**src/rtl/uart_rx_engine.sv**
```systemverilog
// -----------------------------------------------------------------------------
// uart_rx_engine
//
// UART receive engine. It detects the start bit on an oversampled tick,
// samples each bit at its midpoint, and supports:
//   - a configurable payload width,
//   - parity selected at run time (none / even / odd),
//   - one or two stop bits.
// The received word is presented on a registered valid/ready output together
// with its parity and framing status. A finished frame that cannot be handed
// over, because the previous word is still held, is dropped and reported on
// overrun_err.
//
// Parameters
//   DATA_BITS   payload bits per frame (5..9)
//   OVERSAMPLE  sample_tick pulses per bit period (even, 4..64)
//   STOP_BITS   stop bits checked per frame (1 or 2)
//
// Ports
//   clk          clock
//   nrst         synchronous active-low reset
//   sample_tick  one-cycle strobe at OVERSAMPLE x baud rate
//   rx_i         serial line, already synchronised to clk, idle high
//   parity_mode  00 none, 01 even, 10 odd, 11 none (latched at start bit)
//   rx_data      received payload, LSB first on the line
//   rx_valid     rx_data / parity_err / frame_err are valid
//   rx_ready     consumer accepts the word when rx_valid && rx_ready
//   parity_err   parity mismatch for the held word
//   frame_err    a stop bit of the held word was sampled low
//   overrun_err  one-cycle pulse: a completed frame was dropped
//   busy         high whenever a frame is being received
// -----------------------------------------------------------------------------
module uart_rx_engine #(
    parameter int DATA_BITS  = 8,
    parameter int OVERSAMPLE = 16,
    parameter int STOP_BITS  = 1
) (
    input  logic                 clk,
    input  logic                 nrst,
    input  logic                 sample_tick,
    input  logic                 rx_i,
    input  logic [1:0]           parity_mode,
    output logic [DATA_BITS-1:0] rx_data,
    output logic                 rx_valid,
    input  logic                 rx_ready,
    output logic                 parity_err,
    output logic                 frame_err,
    output logic                 overrun_err,
    output logic                 busy
);

    localparam int CW = $clog2(OVERSAMPLE);
    localparam logic [CW-1:0] HALF_M1   = CW'(OVERSAMPLE / 2 - 1);
    localparam logic [CW-1:0] FULL_M1   = CW'(OVERSAMPLE - 1);
    localparam logic [CW-1:0] CNT_ZERO  = CW'(0);
    localparam logic [CW-1:0] CNT_ONE   = CW'(1);
    localparam logic [3:0]    LAST_BIT  = 4'(DATA_BITS - 1);
    localparam logic          STOP_LAST = 1'(STOP_BITS - 1);

    typedef enum logic [2:0] {
        ST_IDLE   = 3'd0,
        ST_START  = 3'd1,
        ST_DATA   = 3'd2,
        ST_PARITY = 3'd3,
        ST_STOP   = 3'd4
    } state_t;

    state_t                 state_r;
    state_t                 next_state_s;
    logic [CW-1:0]          cnt_r;
    logic [3:0]             bit_cnt_r;
    logic                   stop_cnt_r;
    logic [DATA_BITS-1:0]   shift_r;
    logic                   xor_r;
    logic [1:0]             mode_r;
    logic                   par_err_r;
    logic                   ferr_acc_r;

    logic [CW-1:0]          limit_s;
    logic                   at_limit_s;
    logic                   sample_s;
    logic                   start_det_s;
    logic                   par_en_s;
    logic                   complete_s;
    logic                   load_s;
    logic                   overrun_s;
    logic                   accept_s;

    // Parity error for one frame: even mode flags an odd total of ones, odd
    // mode flags an even total (data XOR combined with the parity bit).
    function automatic logic parity_error_f(input logic data_xor,
                                            input logic par_bit,
                                            input logic odd_mode);
        logic total_s;
        total_s = data_xor ^ par_bit;
        return odd_mode ? ~total_s : total_s;
    endfunction

    // State register.
    always_ff @(posedge clk) begin
        if (!nrst) begin
            state_r <= ST_IDLE;
        end else begin
            state_r <= next_state_s;
        end
    end

    // Per-cycle decode: sampling point, start detection and completion.
    always_comb begin
        limit_s     = FULL_M1;
        sample_s    = 1'b0;
        start_det_s = 1'b0;
        complete_s  = 1'b0;
        // The start bit is sampled after half a bit period, every other bit
        // after a full one, so each later sample lands mid-bit.
        if (state_r == ST_START) begin
            limit_s = HALF_M1;
        end else begin
            limit_s = FULL_M1;
        end
        at_limit_s = (cnt_r == limit_s);
        if (state_r == ST_IDLE) begin
            start_det_s = sample_tick & ~rx_i;
            sample_s    = 1'b0;
        end else begin
            start_det_s = 1'b0;
            sample_s    = sample_tick & at_limit_s;
        end
        if ((state_r == ST_STOP) && sample_s && (stop_cnt_r == STOP_LAST)) begin
            complete_s = 1'b1;
        end else begin
            complete_s = 1'b0;
        end
        par_en_s  = (mode_r == 2'b01) || (mode_r == 2'b10);
        accept_s  = rx_valid & rx_ready;
        load_s    = complete_s & (~rx_valid | rx_ready);
        overrun_s = complete_s & rx_valid & ~rx_ready;
    end

    // Next-state logic.
    always_comb begin
        next_state_s = state_r;
        case (state_r)
            ST_IDLE: begin
                if (start_det_s) begin
                    next_state_s = ST_START;
                end else begin
                    next_state_s = ST_IDLE;
                end
            end
            ST_START: begin
                if (sample_s) begin
                    // A high line at mid start bit was only a glitch.
                    if (rx_i) begin
                        next_state_s = ST_IDLE;
                    end else begin
                        next_state_s = ST_DATA;
                    end
                end else begin
                    next_state_s = ST_START;
                end
            end
            ST_DATA: begin
                if (sample_s && (bit_cnt_r == LAST_BIT)) begin
                    if (par_en_s) begin
                        next_state_s = ST_PARITY;
                    end else begin
                        next_state_s = ST_STOP;
                    end
                end else begin
                    next_state_s = ST_DATA;
                end
            end
            ST_PARITY: begin
                if (sample_s) begin
                    next_state_s = ST_STOP;
                end else begin
                    next_state_s = ST_PARITY;
                end
            end
            ST_STOP: begin
                if (complete_s) begin
                    next_state_s = ST_IDLE;
                end else begin
                    next_state_s = ST_STOP;
                end
            end
            default: begin
                next_state_s = ST_IDLE;
            end
        endcase
    end

    // Oversample counter: restarts at start detection and at every bit sample.
    always_ff @(posedge clk) begin
        if (!nrst) begin
            cnt_r <= CNT_ZERO;
        end else if (start_det_s) begin
            cnt_r <= CNT_ZERO;
        end else if ((state_r != ST_IDLE) && sample_tick) begin
            cnt_r <= at_limit_s ? CNT_ZERO : (cnt_r + CNT_ONE);
        end else begin
            cnt_r <= cnt_r;
        end
    end

    // Data-bit and stop-bit counters, only running in their own states.
    always_ff @(posedge clk) begin
        if (!nrst) begin
            bit_cnt_r  <= 4'd0;
            stop_cnt_r <= 1'b0;
        end else begin
            if (state_r != ST_DATA) begin
                bit_cnt_r <= 4'd0;
            end else if (sample_s) begin
                bit_cnt_r <= bit_cnt_r + 4'd1;
            end else begin
                bit_cnt_r <= bit_cnt_r;
            end
            if (state_r != ST_STOP) begin
                stop_cnt_r <= 1'b0;
            end else if (sample_s) begin
                stop_cnt_r <= ~stop_cnt_r;
            end else begin
                stop_cnt_r <= stop_cnt_r;
            end
        end
    end

    // Frame datapath: shift register, running XOR, latched mode, error flags.
    always_ff @(posedge clk) begin
        if (!nrst) begin
            shift_r    <= {DATA_BITS{1'b0}};
            xor_r      <= 1'b0;
            mode_r     <= 2'b00;
            par_err_r  <= 1'b0;
            ferr_acc_r <= 1'b0;
        end else if (start_det_s) begin
            // Mode is frozen for the whole frame from here on.
            xor_r      <= 1'b0;
            mode_r     <= parity_mode;
            par_err_r  <= 1'b0;
            ferr_acc_r <= 1'b0;
        end else if (sample_s && (state_r == ST_DATA)) begin
            // LSB arrives first, so bits enter at the top and move down.
            shift_r <= {rx_i, shift_r[DATA_BITS-1:1]};
            xor_r   <= xor_r ^ rx_i;
        end else if (sample_s && (state_r == ST_PARITY)) begin
            par_err_r <= parity_error_f(xor_r, rx_i, mode_r == 2'b10);
        end else if (sample_s && (state_r == ST_STOP)) begin
            ferr_acc_r <= ferr_acc_r | ~rx_i;
        end else begin
            shift_r    <= shift_r;
        end
    end

    // Registered output word, handshake and status.
    always_ff @(posedge clk) begin
        if (!nrst) begin
            rx_data     <= {DATA_BITS{1'b0}};
            rx_valid    <= 1'b0;
            parity_err  <= 1'b0;
            frame_err   <= 1'b0;
            overrun_err <= 1'b0;
            busy        <= 1'b0;
        end else begin
            overrun_err <= overrun_s;
            busy        <= (next_state_s != ST_IDLE);
            if (load_s) begin
                // The last stop sample is folded in directly.
                rx_data    <= shift_r;
                parity_err <= par_err_r;
                frame_err  <= ferr_acc_r | ~rx_i;
                rx_valid   <= 1'b1;
            end else if (accept_s) begin
                rx_valid   <= 1'b0;
            end else begin
                rx_valid   <= rx_valid;
            end
        end
    end

endmodule
```
**config.mk**
```make
export PLATFORM = sky130hd
export DESIGN_NAME = uart_rx_engine
export DESIGN_NICKNAME = d
export VERILOG_FILES = /design/src/rtl/uart_rx_engine.sv
export SDC_FILE = /design/constraint.sdc
export NUM_CORES = 1
export LEC_CHECK = 0
export BUFFER_PORTS_ARGS = -buffer_cell sky130_fd_sc_hd__buf_2
export CORE_ASPECT_RATIO = 0.6
export CORE_MARGIN = 4
export CORE_UTILIZATION = 45
export DETAILED_ROUTE_END_ITERATION = 12
export GPL_TIMING_DRIVEN = 0
export PLACE_DENSITY_LB_ADDON = 0.08
export SETUP_SLACK_MARGIN = 0.02
export SLEW_MARGIN = 20
export SYNTH_ARGS = -nofsm -noshare
export SYNTH_HDL_FRONTEND = slang
export SYNTH_SLANG_ARGS = --single-unit
```
**constraint.sdc**
```tcl
create_clock -name clk -period 3.5 [get_ports clk]
set_input_delay 0.7 -clock clk [delete_from_list [all_inputs] [get_ports clk]]
set_output_delay 0.7 -clock clk [all_outputs]
set_load 0.05 [all_outputs]
```
==> results.py <==
metrics = {
    "outcome": {
        "status": "finished clean",
    },
    "sta": {
        "hold_violations": 0,
        "fin_worst_skew_ns": 0.00687,
        "setup_viol": 0,
        "fin_crit_sh_pct": 59.5,
        "fmax_mhz": 480,
        "setup_tns_ns": 0,
        "drv_slew": 0,
        "slew_headroom_pct": 44.9,
        "min_period_ns": 2.08,
        "worstMarginPinSlew_ns": 0.820,
        "rsz0062_at_grt": "false",
    },
    "worst_setup_path": {
        "slowest_stage": "dfxtp_1",
        "cp.required_ns": 3.69,
        "path_cells": "or3_1, clkbuf_1, nand4_2, nor3_4, buf_6, mux2i_1, nor2b_1",
        "start_kind": "register",
        "critical_path.max_stage_delay_ns": 0.47,
        "crit_type": "register to register",
        "critPathArrivalTime_ns": 2.27,
        "worstRegToRegCells": 7,
        "endpoint_kind": "register",
        "critPathMaxFanout": 10,
    },
    "cells_and_area": {
        "antennaDiodeCount": 0,
        "final_common_cell": "dfxtp_1",
        "drive_above_1_share_pct": 18.2,
        "nets": 201,
        "finish.utilization_pct": 57.5,
        "area_growth_syn_to_layout_pct": 17.7,
        "final_cell_mix": "38 x dfxtp_1, 20 x mux2i_1, 20 x nor2b_1, 20 x buf_2, 14 x nor2_1",
    },
    "floorplanning": {
        "die_h_um": 55.1,
        "io_pins": 20,
        "coreArea_um2": 3400,
        "die_w_um": 86.4,
        "initial_core_util_pct": 48.8,
        "die_area_um2": 4760,
        "core.rowCount": 16,
    },
    "synthesis": {
        "netlist_top_cells_area": "dfxtp_1 46%, mux2i_1 12%, nor2b_1 7.5%",
        "synth_top_area_share_pct": 45.8,
        "synth_area_per_cell_um2": 10.1,
        "async_flop_share_pct": 0,
        "synth_seq_cells": 38,
        "synth_edf_count": 0,
        "synth_top_area_cell": "dfxtp_1",
        "synth.distinct_cells": 41,
        "syn_area_um2": 1660,
        "netlist_instances": 165,
        "ys_warn_count": 0,
        "synth_seq_area_share_pct": 45.8,
        "syn_nets": 175,
        "synth_ff_type": "dfxtp_1",
    },
    "worst_hold_path": {
        "hold_depth": 2,
        "hold_path.class": "register to register",
    },
    "drt": {
        "wirelength_met1_um": 1840,
        "wl_met2_um": 1220,
        "route.detailed.drc": 0,
        "avgViaCountPerCell": 5.12,
        "wire_per_inst_um": 13.9,
        "dr_total_vias": 1213,
        "postRouteAntennaNets": 0,
        "route.met3.wl_um": 189,
        "drtPass1Iterations": 4,
        "wirelength_um": 3280,
        "drtIter0Drc": 77,
        "top_layer": "met4",
    },
    "run": {
        "maxCapViolCount": 0,
    },
    "grt": {
        "grt_util_all_layers_pct": 15.4,
        "first_global_vias": 1088,
        "antenna_found_initial": 0,
        "grt_pass1_wl_um": 5400,
        "grt_remaining_overflow": 0,
        "grt_max_degree": 13,
    },
    "cts": {
        "cts_hold_buf": 0,
        "h-tree-depth": 2,
        "clock_latency_ns": 0.29,
        "clkSinkCount": 38,
        "clk_pin_slew_ns": 0.08,
        "cts_resized": 0,
        "root_buffer": "clkbuf_8",
        "cts_buffers": 5,
        "cts_setup_buffers": 0,
        "clockBufferDepth": 2,
        "tritoncts": "yes",
    },
    "power": {
        "cellPowerDensity_nw_per_um2": 480,
        "irDropWorstVdd_mv": 0.218,
        "p_leak_nw": 0.753,
        "p_switching_uw": 184,
        "comb_power_share_pct": 4.4,
        "p_int_uw": 756,
        "clkPwrFrac_pct": 48.9,
        "switching_share_pct": 19.5,
        "seq_power_share_pct": 46.7,
    },
    "placement": {
        "gp_congestion": 0.787,
        "place_hpwl_um": 2460,
        "port_buffers": 19,
    },
}
[final cells by class]
cell class | count | area (um^2)
plain buffers | 6 | 31.3
clock buffers | 6 | 82.6
clock inverters | 2 | 60.1
fillers | 313 | 1450
inverters | 1 | 3.75
multi-input cells | 120 | 866
flip-flops and latches | 38 | 761
well taps | 45 | 56.3
repair buffers | 19 | 95.1
[critical path, delay by kind of cell (launching register included)]
kind	cells	cell delay [ns]
buf+inv	2	0.45
mux	1	0.21
simple gates	4	0.85
flops	1	0.47
[power by group through the flow]
| stage | combinational, mW | clock [mW] | sequential [mW] |
|---|---|---|---|
| floorplan | 0.0249 | 0 | 0.450 |
| global placement | 0.0403 | 0 | 0.448 |
| detailed placement | 0.0409 | 0 | 0.448 |
| CTS | 0.0411 | 0.469 | 0.438 |
| global route | 0.0458 | 0.487 | 0.439 |
| finish | 0.0413 | 0.460 | 0.438 |
[metrics by stage]
step / instances / total power, mW / instance area, um^2 / worst slack, ns / hold slack [ns]
detailed placement: 229 / 0.489 / 1810 / 1.42 / 0.456
CTS: 237 / 0.948 / 1960 / 1.41 / 0.481
floorplan: 165 / 0.475 / 1660 / 1.65 / 0.428
finish: 237 / 0.939 / 1960 / 1.42 / 0.471
global route: 237 / 0.972 / 1960 / 1.24 / 0.513
global placement: 229 / 0.489 / 1810 / 1.45 / 0.448
[Yosys cell counts (2+ instances only)]
library cell and count:
a21oi_1 2, a31oi_1 2, and3_1 3, clkbuf_1 4, dfxtp_1 38, ha_1 3, mux2i_1 20, nand2_1 6
nand2b_1 2, nand3_1 5, nand4_1 2, nor2_1 14, nor2b_1 20, nor3_1 6, o21ai_0 2, xnor2_1 7
xor2_1 5
[path summary, 6_finish.rpt]
kind	start	end	slack, ns
min reg2reg	ferr_acc_r	ferr_acc_r	0.47
min	ferr_acc_r	ferr_acc_r	0.47
max	state_r[1]	rx_data[2]	1.42
max reg2reg	state_r[1]	rx_data[2]	1.42
[state kept, by name, summed over array words and instances, names as in the netlist]
signal,count
shift_r,8
parity_err,1
stop_cnt_r,1
ferr_acc_r,1
state_r,3
busy,1
xor_r,1
bit_cnt_r,4
rx_data,8
cnt_r,4
par_err_r,1
frame_err,1
mode_r,2
rx_valid,1
overrun_err,1
[cells by family (layout without fill, tap and decap cells)]
kind of cell / after synthesis / in the layout / share of synthesized area (%)
AND/OR/NAND/NOR: 74 / 74 / 27.0
flip-flops: 38 / 38 / 45.8
multiplexers: 20 / 20 / 12.0
XOR/XNOR: 12 / 12 / 6.33
AO/OA/AOI/OAI: 11 / 11 / 4.52
buffers and inverters: 7 / 34 / 2.11
adder cells (fa/ha/maj): 3 / 3 / 2.26
[metal layers]
layer  GRT usage (%)  vias to the layer above
li1                -                      627
met1            22.6                      552
met2            20.4                       31
met3            4.73                        3
met4            6.22                        0
met5               0                        -
Power figures use the tool's default switching activity.
